===== config.mk =====
export PLATFORM = sky130hd
export DESIGN_NAME = karatsuba_mul_hs
export DESIGN_NICKNAME = d
export VERILOG_FILES = /design/src/rtl/karatsuba_pkg.sv /design/src/rtl/seq_mult_u.sv /design/src/rtl/karatsuba_mul_hs.sv
export SDC_FILE = /design/constraint.sdc
export NUM_CORES = 2
export LEC_CHECK = 0
export ABC_AREA = 0
export CORE_MARGIN = 4
export CORE_UTILIZATION = 50
export CTS_BUF_LIST = sky130_fd_sc_hd__clkbuf_8
export CTS_CLUSTER_DIAMETER = 60
export DETAILED_ROUTE_END_ITERATION = 7
export DONT_BUFFER_PORTS = 1
export PLACE_DENSITY = 0.69
export SLEW_MARGIN = 20
export SYNTH_ARGS = -nofsm -noshare
export SYNTH_HDL_FRONTEND = slang
export SYNTH_HIERARCHICAL = 1
export SYNTH_SLANG_ARGS = --single-unit

===== constraint.sdc =====
create_clock -name clk -period 20.8 [get_ports clk]
set_input_delay 2.08 -clock clk [delete_from_list [all_inputs] [get_ports clk]]
set_output_delay 2.08 -clock clk [all_outputs]
set_load 0.005 [all_outputs]

===== src/rtl/karatsuba_pkg.sv =====
// -----------------------------------------------------------------------------
// karatsuba_pkg
// Shared types and helpers for the one-level Karatsuba multiplier.
//   state_t      : controller states.
//   kara_latency : cycles from the accept edge to the first out_valid cycle,
//                  for an operand width w and a PARALLEL setting.
// -----------------------------------------------------------------------------
package karatsuba_pkg;

  typedef enum logic [3:0] {
    IDLE,
    START0,
    WAIT0,
    START1,
    WAIT1,
    START2,
    WAIT2,
    COMBINE,
    OUT
  } state_t;

  // Sub-multiplier width is the upper half plus one bit for the half-sums.
  function automatic int kara_latency(input int w, input int parallel);
    int n;
    n = (w - w / 2) + 1;
    return (parallel != 0) ? (n + 3) : (3 * n + 5);
  endfunction

endpackage


===== src/rtl/seq_mult_u.sv =====
// -----------------------------------------------------------------------------
// seq_mult_u
// N x N -> 2N unsigned shift-add multiplier, one multiplier bit per cycle.
// The start edge loads the operands and already consumes bit 0, so o_done
// pulses for exactly one cycle N cycles after the start cycle. o_p holds the
// result until the next start; a start while running restarts it.
// Ports:
//   clk, rst       clock, asynchronous active-high reset
//   i_start        one-cycle start request
//   i_a, i_b       N-bit operands (sampled on start)
//   o_p            2N-bit product
//   o_done         one-cycle completion pulse
// -----------------------------------------------------------------------------
module seq_mult_u #(
  parameter int N = 18
) (
  input  logic           clk,
  input  logic           rst,
  input  logic           i_start,
  input  logic [N-1:0]   i_a,
  input  logic [N-1:0]   i_b,
  output logic [2*N-1:0] o_p,
  output logic           o_done
);

  // Counts the N-1 remaining bits after the start edge.
  localparam int CW = $clog2(N);

  logic [2*N-1:0] r_acc;
  logic [2*N-1:0] r_mcand;
  logic [N-1:0]   r_mplier;
  logic [CW-1:0]  r_cnt;
  logic           r_done;

  // NOTE: state is written with non-blocking assignments so every register
  // samples the values from before this edge, whatever the statement order.
  always_ff @(posedge clk or posedge rst) begin
    if (rst) begin
      r_acc    <= '0;
      r_mcand  <= '0;
      r_mplier <= '0;
      r_cnt    <= '0;
      r_done   <= 1'b0;
    end else begin
      r_done <= 1'b0;
      if (i_start) begin
        r_acc    <= i_b[0] ? {{N{1'b0}}, i_a} : '0;
        r_mcand  <= {{(N-1){1'b0}}, i_a, 1'b0};
        r_mplier <= i_b >> 1;
        r_cnt    <= CW'(N - 1);
      end else if (r_cnt != '0) begin
        if (r_mplier[0]) r_acc <= r_acc + r_mcand;
        r_mcand  <= r_mcand << 1;
        r_mplier <= r_mplier >> 1;
        r_cnt    <= r_cnt - CW'(1);
        if (r_cnt == CW'(1)) r_done <= 1'b1;
      end
    end
  end

  assign o_p    = r_acc;
  assign o_done = r_done;

endmodule


===== src/rtl/karatsuba_mul_hs.sv =====
// -----------------------------------------------------------------------------
// karatsuba_mul_hs
// One-level Karatsuba multiplier, W x W -> 2W exact product, unsigned or
// two's complement, with valid/ready handshakes on both sides.
// Partial products z0 = lo*lo, z1 = hi*hi, z2 = (a_hi+a_lo)*(b_hi+b_lo) come
// from seq_mult_u: three concurrent instances (PARALLEL=1) or one shared
// instance walked through z0, z1, z2 (PARALLEL=0).
// Ports:
//   clk, rst              clock, asynchronous active-high reset
//   in_valid / in_ready   operand handshake (in_ready only in IDLE)
//   a, b                  W-bit operands
//   out_valid / out_ready result handshake
//   p                     2W-bit product, held after the handshake
//   busy                  high in every state except IDLE
// -----------------------------------------------------------------------------
module karatsuba_mul_hs
  import karatsuba_pkg::*;
#(
  parameter int W        = 34,
  parameter int SIGNED   = 0,
  parameter int PARALLEL = 1
) (
  input  logic           clk,
  input  logic           rst,
  input  logic           in_valid,
  output logic           in_ready,
  input  logic [W-1:0]   a,
  input  logic [W-1:0]   b,
  output logic           out_valid,
  input  logic           out_ready,
  output logic [2*W-1:0] p,
  output logic           busy
);

  localparam int LO = W / 2;
  localparam int HI = W - LO;
  localparam int N  = HI + 1;
  localparam int PW = 2 * W;

  state_t                 r_state;
  logic [W-1:0]           r_a;
  logic [W-1:0]           r_b;
  logic                   r_neg;
  logic [2:0][2*N-1:0]    r_z;
  logic [2:0]             r_seen;
  logic [PW-1:0]          r_p;
  logic                   r_out_valid;

  // Magnitudes and sign of the incoming operands; |-2^(W-1)| fits in W bits.
  logic [W-1:0]  w_abs_a;
  logic [W-1:0]  w_abs_b;
  logic          w_neg;

  assign w_abs_a = (SIGNED != 0 && a[W-1]) ? (~a + W'(1)) : a;
  assign w_abs_b = (SIGNED != 0 && b[W-1]) ? (~b + W'(1)) : b;
  assign w_neg   = (SIGNED != 0) ? (a[W-1] ^ b[W-1]) : 1'b0;

  // Halves zero-extended to N bits; the half-sums cannot overflow N bits.
  logic [2:0][N-1:0] w_op_a;
  logic [2:0][N-1:0] w_op_b;

  assign w_op_a[0] = N'(r_a[LO-1:0]);
  assign w_op_a[1] = N'(r_a[W-1:LO]);
  assign w_op_a[2] = w_op_a[0] + w_op_a[1];
  assign w_op_b[0] = N'(r_b[LO-1:0]);
  assign w_op_b[1] = N'(r_b[W-1:LO]);
  assign w_op_b[2] = w_op_b[0] + w_op_b[1];

  // Per-product result and done, whichever way the multipliers are built.
  logic [2:0][2*N-1:0] w_pp;
  logic [2:0]          w_done;

  generate
    if (PARALLEL != 0) begin : g_par
      logic w_start;
      assign w_start = (r_state == START0);
      for (genvar k = 0; k < 3; k++) begin : g_mul
        seq_mult_u #(.N(N)) u_mul (
          .clk     (clk),
          .rst     (rst),
          .i_start (w_start),
          .i_a     (w_op_a[k]),
          .i_b     (w_op_b[k]),
          .o_p     (w_pp[k]),
          .o_done  (w_done[k])
        );
      end
    end else begin : g_ser
      logic           w_start;
      logic [N-1:0]   w_mul_a;
      logic [N-1:0]   w_mul_b;
      logic [2*N-1:0] w_mul_p;
      logic           w_mul_done;

      // NOTE: every output of this block gets a default first, so no path
      // leaves a value unassigned and no latch is inferred.
      always_comb begin
        w_mul_a = w_op_a[2];
        w_mul_b = w_op_b[2];
        case (r_state)
          START0, WAIT0: begin w_mul_a = w_op_a[0]; w_mul_b = w_op_b[0]; end
          START1, WAIT1: begin w_mul_a = w_op_a[1]; w_mul_b = w_op_b[1]; end
          default: ;
        endcase
      end

      assign w_start = (r_state == START0) || (r_state == START1) ||
                       (r_state == START2);

      seq_mult_u #(.N(N)) u_mul (
        .clk     (clk),
        .rst     (rst),
        .i_start (w_start),
        .i_a     (w_mul_a),
        .i_b     (w_mul_b),
        .o_p     (w_mul_p),
        .o_done  (w_mul_done)
      );

      // The shared done is routed to the z register owned by the wait state.
      assign w_pp   = {3{w_mul_p}};
      assign w_done = {r_state == WAIT2, r_state == WAIT1, r_state == WAIT0} &
                      {3{w_mul_done}};
    end
  endgenerate

  // Combine. mid = a_hi*b_lo + a_lo*b_hi is never negative. The exact product
  // is below 2^(2W), so modular arithmetic at 2W bits loses nothing.
  logic [2*N-1:0] w_mid;
  logic [PW-1:0]  w_prod;
  logic [PW-1:0]  w_p_next;

  assign w_mid    = r_z[2] - r_z[1] - r_z[0];
  assign w_prod   = (PW'(r_z[1]) << (2 * LO)) + (PW'(w_mid) << LO) + PW'(r_z[0]);
  assign w_p_next = r_neg ? (~w_prod + PW'(1)) : w_prod;

  // NOTE: every register here is a plain flop, so all of them are reset;
  // an abort therefore leaves no stale result or pending done behind.
  always_ff @(posedge clk or posedge rst) begin
    if (rst) begin
      r_state     <= IDLE;
      r_a         <= '0;
      r_b         <= '0;
      r_neg       <= 1'b0;
      r_z         <= '0;
      r_seen      <= '0;
      r_p         <= '0;
      r_out_valid <= 1'b0;
    end else begin
      for (int k = 0; k < 3; k++) begin
        if (w_done[k]) begin
          r_z[k]    <= w_pp[k];
          r_seen[k] <= 1'b1;
        end
      end

      case (r_state)
        IDLE: begin
          if (in_valid) begin
            r_a     <= w_abs_a;
            r_b     <= w_abs_b;
            r_neg   <= w_neg;
            r_seen  <= '0;
            r_state <= START0;
          end
        end
        START0: r_state <= WAIT0;
        WAIT0: begin
          // Parallel mode leaves WAIT0 only once all three z registers are
          // loaded; serial mode chains straight into the next product.
          if (PARALLEL != 0) begin
            if (r_seen == 3'b111) r_state <= COMBINE;
          end else if (w_done[0]) begin
            r_state <= START1;
          end
        end
        START1: r_state <= WAIT1;
        WAIT1:  if (w_done[1]) r_state <= START2;
        START2: r_state <= WAIT2;
        WAIT2:  if (r_seen == 3'b111) r_state <= COMBINE;
        COMBINE: begin
          r_p         <= w_p_next;
          r_out_valid <= 1'b1;
          r_state     <= OUT;
        end
        OUT: begin
          if (out_ready) begin
            r_out_valid <= 1'b0;
            r_state     <= IDLE;
          end
        end
        default: r_state <= IDLE;
      endcase
    end
  end

  assign in_ready  = (r_state == IDLE);
  assign busy      = (r_state != IDLE);
  assign out_valid = r_out_valid;
  assign p         = r_p;

endmodule


After elaboration in Yosys (flattened, before gate mapping):

Cells that the tools add are included.

* flip-flop bits (word level): 540
* latch bits: 0
* bits in writable memories: 0
* bits in read-only memories: 0
* input port bits: 72
* output and inout port bits: 71
* word-level logic and storage cells: 122
* memories: 0

* add/subtract/negate cells: 12
* $mul: 0
* divide/modulo/power cells: 0
* order comparisons: 0
* equality and inequality tests: 16
* shift operators: 0
* multiplexer cells: 51
* bitwise gates (word level): 0
* reductions and logical operators: 19

Operators by type and width (number)
* $mux 36: 15
* $mux 18: 7
* $add 36x36->36: 3
* $sub 36x36->36: 2
* $add 68x36->68: 1
* $add 68x53->68: 1
* $add 17x17->18: 2
* $mux 17: 2
* $pmux 4 s8: 1
* $mux 5: 6
* $eq 4x3->1 const B: 4
* $mux 4: 4
* $eq 5x1->1 const B: 3
* $reduce_bool 5->1: 3
* $sub 5x1->5 const B: 3
* $reduce_bool 2->1: 7
* $mux 1: 13
* $reduce_and 2->1: 5
* $eq 4x2->1 const B: 2
* $mux 3: 2
* $eq 4x1->1 const B: 1
* $eq 4x4->1 const B: 1
* $logic_not 4->1: 1
* $ne 2x1->1 const B: 2
* 6 further kinds: 7

Logic depth before layout (Yosys ltp):

* depth in word-level cells: 4
* gate-level depth with buffers: 26
* gate-level depth less buffers: 26

Cells and area by module:

Netlist, hierarchy kept.

Modules (own cells, without submodules)
* karatsuba_mul_hs: times used 1, cells an instance 1610, area each 15881.5 sq um, sequential area each 6306.0 sq um
* seq_mult_u at g_par.g_mul[2].u_mul: times used 1, cells an instance 710, area each 6124.6 sq um, sequential area each 2352.3 sq um
* seq_mult_u at g_par.g_mul[1].u_mul: times used 1, cells an instance 693, area each 6004.5 sq um, sequential area each 2352.3 sq um
* seq_mult_u at g_par.g_mul[0].u_mul: times used 1, cells an instance 669, area each 5993.2 sq um, sequential area each 2352.3 sq um

Least setup slack after synthesis:

No wires, ideal clock.

* path type: register -> register
* from: register r_z[0] in the netlist's numbering
* to: register r_p[62] (netlist: p[62])
* setup time: 125 ps
* arrival time: 5351 ps
* required time: 20675 ps
* setup slack: 15324 ps
* stages on the path, launching flop included: 25
* buffers on the path: 0
* period minus slack after synthesis: 5476 ps
* cell sequence: dfrtp_1 -> fa_1 -> ha_1 -> nor2_1 -> fa_1 -> nand2b_1 -> a21o_1 -> a311oi_2 -> a211oi_1 -> o31ai_2 -> a221o_1 -> a21oi_2 -> o41ai_2 -> xor2_1 -> ha_1 -> ha_1 -> a21oi_1 -> o21ai_1 -> a21o_1 -> a21o_1 -> a21o_1 -> a21o_1 -> o211ai_1 -> xnor2_1 -> mux2_2

* longest elaborated chain between the ends: 3

RTL lines
* start, declared: RTL line karatsuba_mul_hs.sv:44 `logic [2:0][2*N-1:0] r_z;`
* start signal, assigned by index: RTL line karatsuba_mul_hs.sv:152 `r_z[k] <= w_pp[k];`
* $sub 36x36->36: RTL line karatsuba_mul_hs.sv:133 `assign w_mid = r_z[2] - r_z[1] - r_z[0];`
* $add 68x53->68: RTL line karatsuba_mul_hs.sv:134 `assign w_prod = (PW'(r_z[1]) << (2 * LO)) + (PW'(w_mid) << LO) + PW'(r_z[0]);`
* $add 68x36->68 *: RTL line karatsuba_mul_hs.sv:134
* end signal, assigned: RTL line karatsuba_mul_hs.sv:182 `r_p <= w_p_next;`
* end, declared: RTL line karatsuba_mul_hs.sv:46 `logic [PW-1:0] r_p;`

Every way passes the cells marked *; elsewhere a longest branch is shown, timed or not.
A chain may end at the register's enable or synchronous reset.

Final worst setup path:

* from: register r_z[0] in the netlist's numbering
* to: register r_p[64] (netlist: p[64])

The elaborated chain is that of the path after synthesis.

==> flow_metrics.py <==
metrics = {
    "timing": {
        "fmax_ghz": 0.1655,
        "rsz0062_at_grt": "no",
        "drv_slew": 0,
        "relSlewSlack_pct": 31.09,
        "hold_violations": 0,
        "finClkSkew_ns": 0.03025,
        "finalCritPeriodShare_pct": 29.04,
        "setup_tns_ns": 0,
        "period_needed_ns": 6.041,
        "worst_pin_slew_ns": 1.034,
        "setup_viol_count_final": 0,
    },
    "detailed_routing": {
        "drt_iter0_markers": 2161,
        "antenna_left": 0,
        "first_pass_iters": 6,
        "finalWirelength_mm": 87.92,
        "wl_per_cell_um": 19.13,
        "drt-vias-per-instance": 5.784,
        "drc": 0,
        "vias": 26585,
    },
    "flow_run": {
        "drv_cap": 0,
    },
    "grt": {
        "grt_remaining_overflow": 0,
        "grt_max_degree": 213,
        "antenna_found_initial": 20,
        "grt.total_usage_pct": 24.30,
        "grt_pass1_wl_mm": 139.6,
        "grt_pass1_vias": 25163,
    },
    "yosys": {
        "synth_async_sr_flop_share_pct": 100.0,
        "synth_warnings": 6,
        "synthFlopType": "dfrtp_1",
        "synth-seq-cells": 534,
        "ys_seq_area_share_pct": 39.30,
        "syn_area_per_cell_um2": 9.235,
        "synthesis.area_um2": 34000,
        "synth.distinct_cells": 98,
        "synth_edf_count": 0,
        "netlist_instances": 3682,
    },
    "setup_path": {
        "crit_required_ns": 21.36,
        "worstPathMaxFanout": 6,
        "path_class": "flop to flop",
        "endpoint_kind": "flop",
        "cp.arrival_ns": 6.60,
        "cp-start-kind": "flop",
    },
    "place": {
        "portBuffers": 0,
        "gp_congestion": 0.9281,
        "hpwl_mm": 65.70,
    },
    "cells_and_area": {
        "nets": 4002,
        "syn2layout_area_growth_pct": 8.338,
        "register_area_um2": 13370,
        "fillers": 6099,
        "drive_above_1_share_pct": 9.451,
        "multi_input_area_um2": 19460,
        "final_cell_mix": "nand2_1, dfrtp_1, o21ai_0",
        "final_common_cell": "nand2_1",
    },
    "clock_tree": {
        "cts_hold_buf": 0,
        "numCtsBuffers": 94,
        "cts_root_buffer": "clkbuf_8",
        "cts_tree": "yes",
        "clk_path_buf_depth": 3,
        "h-tree-depth": 3,
        "clock_latency_ns": 0.70,
        "clock-sinks": 534,
        "post-cts-setup-buffer-count": 0,
        "post_cts_resized": 0,
        "clk_pin_slew_worst_paths_ns": 0.06,
    },
    "floorplan": {
        "start_util_pct": 50.54,
        "pin_count": 143,
        "num_rows": 95,
        "die_h_um": 268.8,
        "core_um2": 67280,
        "dieArea_um2": 72240,
        "dieWidth_um": 268.8,
    },
    "hold_path": {
        "hold_path_class": "flop to flop",
    },
    "outcome": {
        "outcome": "finished clean",
    },
}
metal layers:
metal  part of all wire (%)  up-vias  global-route usage (%)  wire length [um]
met2                     44      726                   37.70             38650
met5                   0.15        -                       0               129
met3                    6.4      174                   5.000              5584
met1                     46    12602                   34.40             40600
met4                    3.4       20                   7.940              2961
li1                       -    13063                       -                 -
registers in the layout, summed over array words and instances (netlist names):
signal / cells
r_b: 34
g_par.g_mul.u_mul/o_p: 108
g_par.g_mul.u_mul/r_mcand: 105
g_par.g_mul.u_mul/r_mplier: 51
r_a: 34
out_valid: 1
g_par.g_mul.u_mul/r_cnt: 15
p: 68
r_z: 108
r_seen: 3
g_par.g_mul.u_mul/o_done: 3
r_state: 4
final timing paths:
check	end	cells after the start	slack, ns	startpoint
setup / recovery	p[64]	24	14.76	r_z[0]
hold / removal	r_seen[1]	1	0.48	r_seen[1]
setup reg to reg	p[64]	24	14.76	r_z[0]
hold reg to reg	r_seen[1]	1	0.48	r_seen[1]
max in group asynchronous	p[56]	2	17.91	rst
min in group asynchronous	g_par.g_mul[0].u_mul/r_mplier[1]	1	1.23	rst
synth_stat cells (21+ instances only):
cell type  number  share of area (%)
fa_1           43                2.5
nand3_1        79                1.2
o21a_1         37               0.82
o21ai_0       327                4.8
a31oi_1        30               0.55
xor2_1         60                1.5
o21bai_1       25               0.55
mux2i_1       120                3.5
nand2b_1       29               0.53
xnor2_1       115                3.0
and3_1         27               0.50
a211oi_1       24               0.53
ha_1          252                9.3
a21oi_1       290                4.3
nand4_1        41               0.75
nor4_1         21               0.39
clkbuf_1      139                1.5
mux2_2        111                3.7
o211ai_1       27               0.60
nor3_1         41               0.60
nor2b_1        28               0.52
o21ai_1        23               0.34
dfrtp_1       534                 39
inv_1         147                1.6
a21o_1         87                1.9
o22ai_1        38               0.70
nor2_1        185                2.0
nand3b_1       21               0.46
nand2_1       541                6.0
layout make-up:
type                       instances  share of cell area, %
antenna                            9                0.06114
clock buffer                     126                  4.707
clock inverter                    49                  1.026
inverter                         149                  1.559
multi-input combinational       2831                  52.82
sequential                       534                  36.28
tap                              873                  2.965
timing repair buffer              25                 0.5774
logic make-up after synthesis:
family          share of synthesized area (%)
simple gates                            14.94
compound gates                          18.57
flops                                   39.30
buf+inv                                 3.657
fa+ha+maj                               11.80
mux                                     7.208
xor+xnor                                4.507
other cells                           0.01103
per-stage QoR:
stage | hold slack, ns | setup slack (ns) | util (%) | area (um^2) | std cells
after global routing | 0.5123 | 14.24 | 54.74 | 36830 | 4591
after CTS | 0.4853 | 14.75 | 54.72 | 36820 | 4587
after floorplan | 0.4493 | 11.79 | - | 34020 | 3685
after detailed placement | 0.4722 | 14.78 | 51.58 | 34700 | 4412
after global placement | 0.4654 | 14.86 | 51.58 | 34700 | 4412
final | 0.4805 | 14.76 | 54.76 | 36840 | 4596
worst max-delay path, cell delays in order, from the launching register on:
cell	delay (ns)
dfrtp_1	0.41
fa_1	0.57
ha_1	0.17
nor2_1	0.06
fa_1	0.38
nand2b_1	0.18
a21o_1	0.22
a311oi_2	0.26
a211oi_1	0.11
o31ai_2	0.33
a221o_1	0.22
a21oi_2	0.09
o41ai_2	0.37
xor2_1	0.24
ha_1	0.27
ha_1	0.37
a21oi_1	0.22
o21ai_1	0.11
a21o_1	0.19
a21o_1	0.16
a21o_1	0.17
a21o_1	0.24
o211ai_1	0.22
xnor2_1	0.08
mux2_2	0.26
Power is not shown: default switching activity piles up to over one toggle a cycle in this logic, so the estimate is an artifact.
